## src/rtl/am386sx_bus_master.sv

```systemverilog
// 386SX local-bus initiator: turns request/response transactions into
// non-pipelined T1/T2 bus cycles with HOLD/HLDA arbitration and READY# timeout.
module am386sx_bus_master #(
    parameter int TIMEOUT = 64,
    parameter int TO_W    = 7
) (
    input  logic        clk,
    input  logic        reset_n,
    input  logic        req_valid,
    output logic        req_ready,
    input  logic        req_wr,
    input  logic        req_mio,
    input  logic        req_dc,
    input  logic        req_lock,
    input  logic [22:0] req_addr,
    input  logic [1:0]  req_be_n,
    input  logic [15:0] req_wdata,
    output logic        rsp_valid,
    output logic        rsp_err,
    output logic [15:0] rsp_rdata,
    output logic        ads_n,
    output logic        lock_n,
    output logic        mio,
    output logic        dc,
    output logic        wr,
    output logic [1:0]  be_n,
    output logic [22:0] addr,
    output logic        bus_oe,
    output logic [15:0] data_out,
    output logic        data_oe,
    input  logic [15:0] data_in,
    input  logic        ready_n,
    input  logic        hold,
    output logic        hlda
);

    typedef enum logic [2:0] {
        S_IDLE = 3'd0,
        S_T1   = 3'd1,
        S_T2   = 3'd2,
        S_HOLD = 3'd3,
        S_REJ  = 3'd4
    } state_t;

    localparam logic [TO_W-1:0] CNT_LAST = TO_W'(TIMEOUT - 1);
    localparam logic [TO_W-1:0] CNT_MAX  = {TO_W{1'b1}};

    state_t          state_q, state_d;
    logic            ads_n_q, ads_n_d;
    logic            lock_n_q, lock_n_d;
    logic            mio_q, mio_d;
    logic            dc_q, dc_d;
    logic            wr_q, wr_d;
    logic [1:0]      be_n_q, be_n_d;
    logic [22:0]     addr_q, addr_d;
    logic            bus_oe_q, bus_oe_d;
    logic [15:0]     data_out_q, data_out_d;
    logic            data_oe_q, data_oe_d;
    logic            hlda_q, hlda_d;
    logic            rsp_valid_q, rsp_valid_d;
    logic            rsp_err_q, rsp_err_d;
    logic [15:0]     rsp_rdata_q, rsp_rdata_d;
    logic [15:0]     wdata_q, wdata_d;
    logic [TO_W-1:0] cnt_q, cnt_d;

    assign req_ready = reset_n & (state_q == S_IDLE) & ~hold;

    // Next-state and registered-output computation for the bus cycle FSM.
    always_comb begin
        state_d     = state_q;
        ads_n_d     = 1'b1;
        lock_n_d    = lock_n_q;
        mio_d       = mio_q;
        dc_d        = dc_q;
        wr_d        = wr_q;
        be_n_d      = be_n_q;
        addr_d      = addr_q;
        bus_oe_d    = bus_oe_q;
        data_out_d  = data_out_q;
        data_oe_d   = data_oe_q;
        hlda_d      = hlda_q;
        rsp_valid_d = 1'b0;
        rsp_err_d   = 1'b0;
        rsp_rdata_d = rsp_rdata_q;
        wdata_d     = wdata_q;
        cnt_d       = cnt_q;

        case (state_q)
            S_IDLE: begin
                if (hold) begin
                    state_d   = S_HOLD;
                    hlda_d    = 1'b1;
                    bus_oe_d  = 1'b0;
                    data_oe_d = 1'b0;
                end else if (req_valid && (req_be_n == 2'b11)) begin
                    state_d     = S_REJ;
                    rsp_valid_d = 1'b1;
                    rsp_err_d   = 1'b1;
                    rsp_rdata_d = 16'hFFFF;
                end else if (req_valid) begin
                    state_d   = S_T1;
                    ads_n_d   = 1'b0;
                    addr_d    = req_addr;
                    be_n_d    = req_be_n;
                    mio_d     = req_mio;
                    dc_d      = req_dc;
                    wr_d      = req_wr;
                    lock_n_d  = ~req_lock;
                    wdata_d   = req_wdata;
                    data_oe_d = 1'b0;
                end else begin
                    state_d = S_IDLE;
                end
            end
            S_T1: begin
                state_d   = S_T2;
                cnt_d     = {TO_W{1'b0}};
                data_oe_d = wr_q;
                if (wr_q) begin
                    data_out_d = wdata_q;
                end else begin
                    data_out_d = data_out_q;
                end
            end
            S_T2: begin
                if (!ready_n) begin
                    state_d     = S_IDLE;
                    rsp_valid_d = 1'b1;
                    rsp_rdata_d = wr_q ? 16'h0000 : data_in;
                    lock_n_d    = 1'b1;
                    data_oe_d   = 1'b0;
                    be_n_d      = 2'b11;
                end else if (cnt_q == CNT_LAST) begin
                    // READY# never came: abandon the cycle with an error.
                    state_d     = S_IDLE;
                    rsp_valid_d = 1'b1;
                    rsp_err_d   = 1'b1;
                    rsp_rdata_d = 16'hFFFF;
                    lock_n_d    = 1'b1;
                    data_oe_d   = 1'b0;
                    be_n_d      = 2'b11;
                end else if (cnt_q != CNT_MAX) begin
                    cnt_d = cnt_q + {{(TO_W-1){1'b0}}, 1'b1};
                end else begin
                    cnt_d = cnt_q;
                end
            end
            S_HOLD: begin
                if (!hold) begin
                    state_d  = S_IDLE;
                    hlda_d   = 1'b0;
                    bus_oe_d = 1'b1;
                end else begin
                    state_d = S_HOLD;
                end
            end
            S_REJ: begin
                state_d = S_IDLE;
            end
            default: begin
                state_d = S_IDLE;
            end
        endcase
    end

    // State and output registers with synchronous active-low reset.
    always_ff @(posedge clk) begin
        if (!reset_n) begin
            state_q     <= S_IDLE;
            ads_n_q     <= 1'b1;
            lock_n_q    <= 1'b1;
            mio_q       <= 1'b0;
            dc_q        <= 1'b0;
            wr_q        <= 1'b0;
            be_n_q      <= 2'b11;
            addr_q      <= 23'd0;
            bus_oe_q    <= 1'b1;
            data_out_q  <= 16'h0000;
            data_oe_q   <= 1'b0;
            hlda_q      <= 1'b0;
            rsp_valid_q <= 1'b0;
            rsp_err_q   <= 1'b0;
            rsp_rdata_q <= 16'h0000;
            wdata_q     <= 16'h0000;
            cnt_q       <= {TO_W{1'b0}};
        end else begin
            state_q     <= state_d;
            ads_n_q     <= ads_n_d;
            lock_n_q    <= lock_n_d;
            mio_q       <= mio_d;
            dc_q        <= dc_d;
            wr_q        <= wr_d;
            be_n_q      <= be_n_d;
            addr_q      <= addr_d;
            bus_oe_q    <= bus_oe_d;
            data_out_q  <= data_out_d;
            data_oe_q   <= data_oe_d;
            hlda_q      <= hlda_d;
            rsp_valid_q <= rsp_valid_d;
            rsp_err_q   <= rsp_err_d;
            rsp_rdata_q <= rsp_rdata_d;
            wdata_q     <= wdata_d;
            cnt_q       <= cnt_d;
        end
    end

    assign ads_n     = ads_n_q;
    assign lock_n    = lock_n_q;
    assign mio       = mio_q;
    assign dc        = dc_q;
    assign wr        = wr_q;
    assign be_n      = be_n_q;
    assign addr      = addr_q;
    assign bus_oe    = bus_oe_q;
    assign data_out  = data_out_q;
    assign data_oe   = data_oe_q;
    assign hlda      = hlda_q;
    assign rsp_valid = rsp_valid_q;
    assign rsp_err   = rsp_err_q;
    assign rsp_rdata = rsp_rdata_q;

endmodule

```

## config.mk

```make
export PLATFORM = sky130hd
export DESIGN_NAME = am386sx_bus_master
export DESIGN_NICKNAME = d
export VERILOG_FILES = /design/src/rtl/am386sx_bus_master.sv
export SDC_FILE = /design/constraint.sdc
export NUM_CORES = 1
export LEC_CHECK = 0
export ABC_CLOCK_PERIOD_IN_PS = 5100
export BUFFER_PORTS_ARGS = -buffer_cell sky130_fd_sc_hd__clkbuf_2
export CORE_MARGIN = 1.5
export CORE_UTILIZATION = 35
export DETAILED_ROUTE_END_ITERATION = 12
export HOLD_SLACK_MARGIN = 0.05
export PLACE_DENSITY_LB_ADDON = 0.1
export SLEW_MARGIN = 20
export SYNTH_ARGS = -nofsm -noshare
export SYNTH_HDL_FRONTEND = slang
export SYNTH_SLANG_ARGS = --single-unit
```

## constraint.sdc

```tcl
create_clock -name clk -period 5.1 [get_ports clk]
set_input_delay 0.255 -clock clk [delete_from_list [all_inputs] [get_ports clk]]
set_output_delay 0.255 -clock clk [all_outputs]
set_load 0.01 [all_outputs]
```

Word-level counts from Yosys, hierarchy flattened
Index checks and enable logic that the tools add are counted.
Cells by class
  add/subtract/negate cells: 1
  equality and inequality tests: 18
  muxes and demuxes: 49
  bitwise logic cells: 7
  reductions and logical operators: 14
Operators with widths (count)
  16-bit two-way mux: 5
  16-bit case mux with 2 select lines: 1
  1-bit two-way mux: 21
  7-bit two-way mux: 3
  2-bit inequality test (second input constant): 8
  4-bit AND reduction: 4
  7-bit case mux with 2 select lines: 1
  2-bit two-way mux: 6
  3-bit two-way mux: 4
  3-bit case mux with 4 select lines: 1
  1-bit case mux with 2 select lines: 5
  3-bit inequality test (second input constant): 3
  7-bit by 1-bit adder with 7-bit output (second input constant): 1
  7-bit by 6-bit == test with 1-bit output (second input constant): 1
  7-bit inequality test (second input constant): 1
  3-bit by 2-bit == test with 1-bit output (second input constant): 2
  2-bit nonzero test: 3
  1-bit inverter: 5
  5-bit AND reduction: 1
  2-bit case mux with 2 select lines: 1
  4-bit OR reduction: 1
  3-bit by 1-bit == test with 1-bit output (second input constant): 1
  3-bit zero test: 1
  1-bit case mux with 3 select lines: 1
  other kinds (7): 8
Storage, ports and cells
  flip-flop bits (word level): 93
  input bits: 66
  output and inout port bits: 68
  word-level logic and storage cells: 106

Longest topological paths before layout
  word-level depth: 5
  gate-level depth with buffers: 7
  gate-level depth less buffers: 5

Least setup slack after synthesis
OpenSTA, ideal clock, no wires.
  path kind: flip-flop to flip-flop
  start point: reg state_q[1]
  end point: reg rsp_rdata_q[10], in the netlist rsp_rdata[10]
  setup time: 119 ps
  arrival time: 1573 ps
  required time: 4981 ps
  setup slack: 3408 ps
  stages on the path, launching flop included: 8
  buffers on the path: 4
  clock period less this slack: 1692 ps
  cells stage by stage: dfxtp_1 -> buf_4 -> or3b_1 -> buf_6 -> or2_1 -> buf_6 -> buf_6 -> o221a_1
On the way
  cells in the longest elaborated chain, start to end: 3
  elaborated cells on any way between the ends: 8
  those cells by class: eq/ne (4); mux (1); reduce/logical (3)
RTL lines
  start: declaration: RTL line 48  | state_t state_q, state_d;
  start signal: assignment: RTL line 187  | state_q <= state_d;
  3-bit by 2-bit == test with 1-bit output or 3-bit zero test (tied branches): RTL line 88  | case (state_q)
  3-bit inequality test (no source line), or another cell as far along
  4-bit AND reduction (no source line)
  end signal: assignment: RTL line 201  | rsp_rdata_q <= rsp_rdata_d;
  end: declaration: RTL line 62  | logic [15:0] rsp_rdata_q, rsp_rdata_d;
Several ways; a longest one is shown, not always the timed one.
A chain may end at the register's enable or synchronous reset.

Worst setup path after layout
  start point: reg state_q[1]
  end point: reg rsp_rdata_q[2], in the netlist rsp_rdata[2]
The elaborated chain is that of the path after synthesis.

==> out/qor.txt <==
Slew HR = 29.6%
Total core area = 0.0102 mm^2
Mapped Cells = 434
Yosys reg bits = 93
Vias in the first global route = 3066
TNS Setup = 0 ns
Final Setup Violations = 0
FMAX = 0.464 GHz
Area Overhead vs Synth = 23.7%
Root Buffer = clkbuf_8
Placed inst area = 0.00434 mm^2
Layout Cells excl Fill = 686
Hold Vio Cnt, Final = 0
Crit path max-delay family = simple AND/OR/NAND/NOR gates
Placed Instances = 671
DR WL/cell = 13.5 um
Primary FF master, synth = dfxtp_1
Row count = 37
Setup WS post-layout = 2.95 ns
Max-capacitance violation count = 0
Final #Nets = 614
VDD IR max = 0.000156 V
Gr ovfl total = 0
Post-CTS sizing = 0
Synth Cell Area = 0.00367 mm^2
Ant diodes = 0
Port Buffer Count = 133
# IOs = 134
Final min period = 2.15 ns
CTS Buf Count = 9
RSZ-0062 raised after global routing = no
H-tree depth = 3
Most frequent cells in the layout = clkbuf_2, nand2_1, dfxtp_1, a21oi_1, nor2b_1
Gpl congestion = 0.784
DRT iter0 DRCs = 195
CP startpoint kind = register
Register area share after synthesis = 50.7%
EDFF count, synth = 0
Drc violations = 0
Fin area = 0.00454 mm^2
TritonCTS clock tree = built
Status = finished clean
Leading cell type in the layout, fill and taps excluded = clkbuf_2
Arrival @ worst endpoint = 2.40 ns
Async SR Flop Fraction = 0%
CTS Hold Buffers Added = 0
Vias = 3409
Clk_skew = 0.0118 ns
Tot GR Track Use = 16.8%
Final ANT Viol Nets = 0
Die Wd = 105 um
Tcrit/Tclk final = 42.2%
Die Y = 105 um
Initial Utilization = 35.9%
Synthesized net count = 502
Slowest CP cell = dfxtp_1
Fillers = 1077
CP Launch Point = state_q[1]$_SDFFE_PN0P_
DRT Pass-1 Iters = 4
Worst-path clk slew = 0.10 ns
Reg2Reg Launch Point = state_q[1]$_SDFFE_PN0P_
CP required = 5.34 ns
Clk Latency, worst-skew pair = 0.36 ns
Drt total wl = 9260 um
Pre-CTS setup slack = 2.93 ns
Yosys cell types = 41
Worst Path Buf+Inv = 0
Power Dens Cells = 321 mW/mm^2
Hold_sp = req_mio
Yosys synthesis warning count = 0
Max-slew violations = 0
Postcts setup bufs = 0
Dpl hpwl = 6190 um
Worst Tran Pin Value = 1.06 ns
Leakage = 1.86 nW
Worst setup EP type = register
Max Fanout on Critical Path = 18
Via/cell ratio = 4.97
Pin count of the biggest net entering global routing = 62
First-pass GRT wire length = 14900 um
Initial antenna violation count = 0
CTS Sinks = 93
Clock Tree Buf Depth = 2
Syn Area/Cell = 8.46 um^2
Worst Hold Class = primary input to register
Worst-path cell chain = or3b_1 -> or2_1 -> o221a_1
Area of the die = 0.0111 mm^2
Layout cell share with drive strength beyond 1 = 27.8%
CP Class = register to register
R2R setup slack = 2.95 ns
Critical Path Max Stage Delay = 0.68 ns
## cell usage after synthesis (all sizes together), types with 3 or more instances
library cell	count	area [um^2]
dfxtp	93	1860
a211oi	6	45.0
a21oi	66	330
nor3	3	15.0
buf	11	88.8
and2	3	18.8
nand3	8	40.0
o21ai	10	50.0
nand4	4	25.0
clkbuf	22	82.6
o211ai	3	22.5
nor2	10	37.5
nand2b	4	25.0
o31ai	3	22.5
nand2	125	469
nor2b	20	125
o221a	16	180
## worst reg2reg max path, stage by stage (launching register included)
cell	delay (ns)
dfxtp_1	0.68
or3b_1	0.55
or2_1	0.49
o221a_1	0.32
## cell type report
cell class / instances / area (um^2) / share of cell area (%)
Clock buffer: 9 / 124 / 2.73
Clock inverter: 6 / 72.6 / 1.60
Inverter: 1 / 3.75 / 0.0827
Multi-Input combinational cell: 307 / 1630 / 36.0
Sequential cell: 93 / 1860 / 41.0
Tap cell: 136 / 170 / 3.75
Timing Repair Buffer: 134 / 673 / 14.8
## registers in the layout, indices dropped and copies added, names as in the netlist, 2 cells and up
name / count
addr: 23
data_out: 16
rsp_rdata: 16
state_q: 3
cnt_q: 7
be_n: 2
wdata_q: 16
## stage by stage
step / power, mW / utilization [%] / hold slack, ns
6_report: 1.46 / 44.4 / 0.103
5_1_grt: 1.53 / 44.4 / 0.0918
4_1_cts: 1.48 / 44.4 / 0.0861
3_5_place_dp: 0.976 / 42.4 / 0.445
3_3_place_gp: 0.973 / 42.4 / 0.437
2_1_floorplan: 0.908 / - / 0.391
## per-layer routing
metal  up-vias  wire length, um  global-route usage (%)  share of wire [%]
li1       1711                -                       -                  -
met1      1578             4380                    22.6                 47
met2       107             4100                    26.5                 44
met3        13              641                    2.84                6.9
met4         0              135                    7.05                1.5
met5         -                0                       0                  0
## power by group
part           internal (mW)  switching [mW]
Combinational         0.0748           0.101
Sequential             0.758          0.0240
Clock                  0.229           0.270
## final timing paths
check                           cells after the start                   endpoint
worst max-delay path                                3  rsp_rdata[2]$_SDFFE_PN0P_
worst max register to register                      3  rsp_rdata[2]$_SDFFE_PN0P_
worst min-delay path                                3           mio$_SDFFE_PN0P_
worst min register to register                      2   data_out[0]$_SDFFE_PN0P_
## cell families after synthesis
family | count (synthesis) | synth area share (%)
AND/OR/NAND/NOR | 185 | 22.2
AO/OA/AOI/OAI | 117 | 20.5
flip-flops | 93 | 50.7
buffers and inverters | 34 | 4.77
multiplexers | 2 | 0.886
adder cells (fa/ha/maj) | 2 | 0.682
XOR/XNOR | 1 | 0.239
Power figures use the tool's default switching activity.
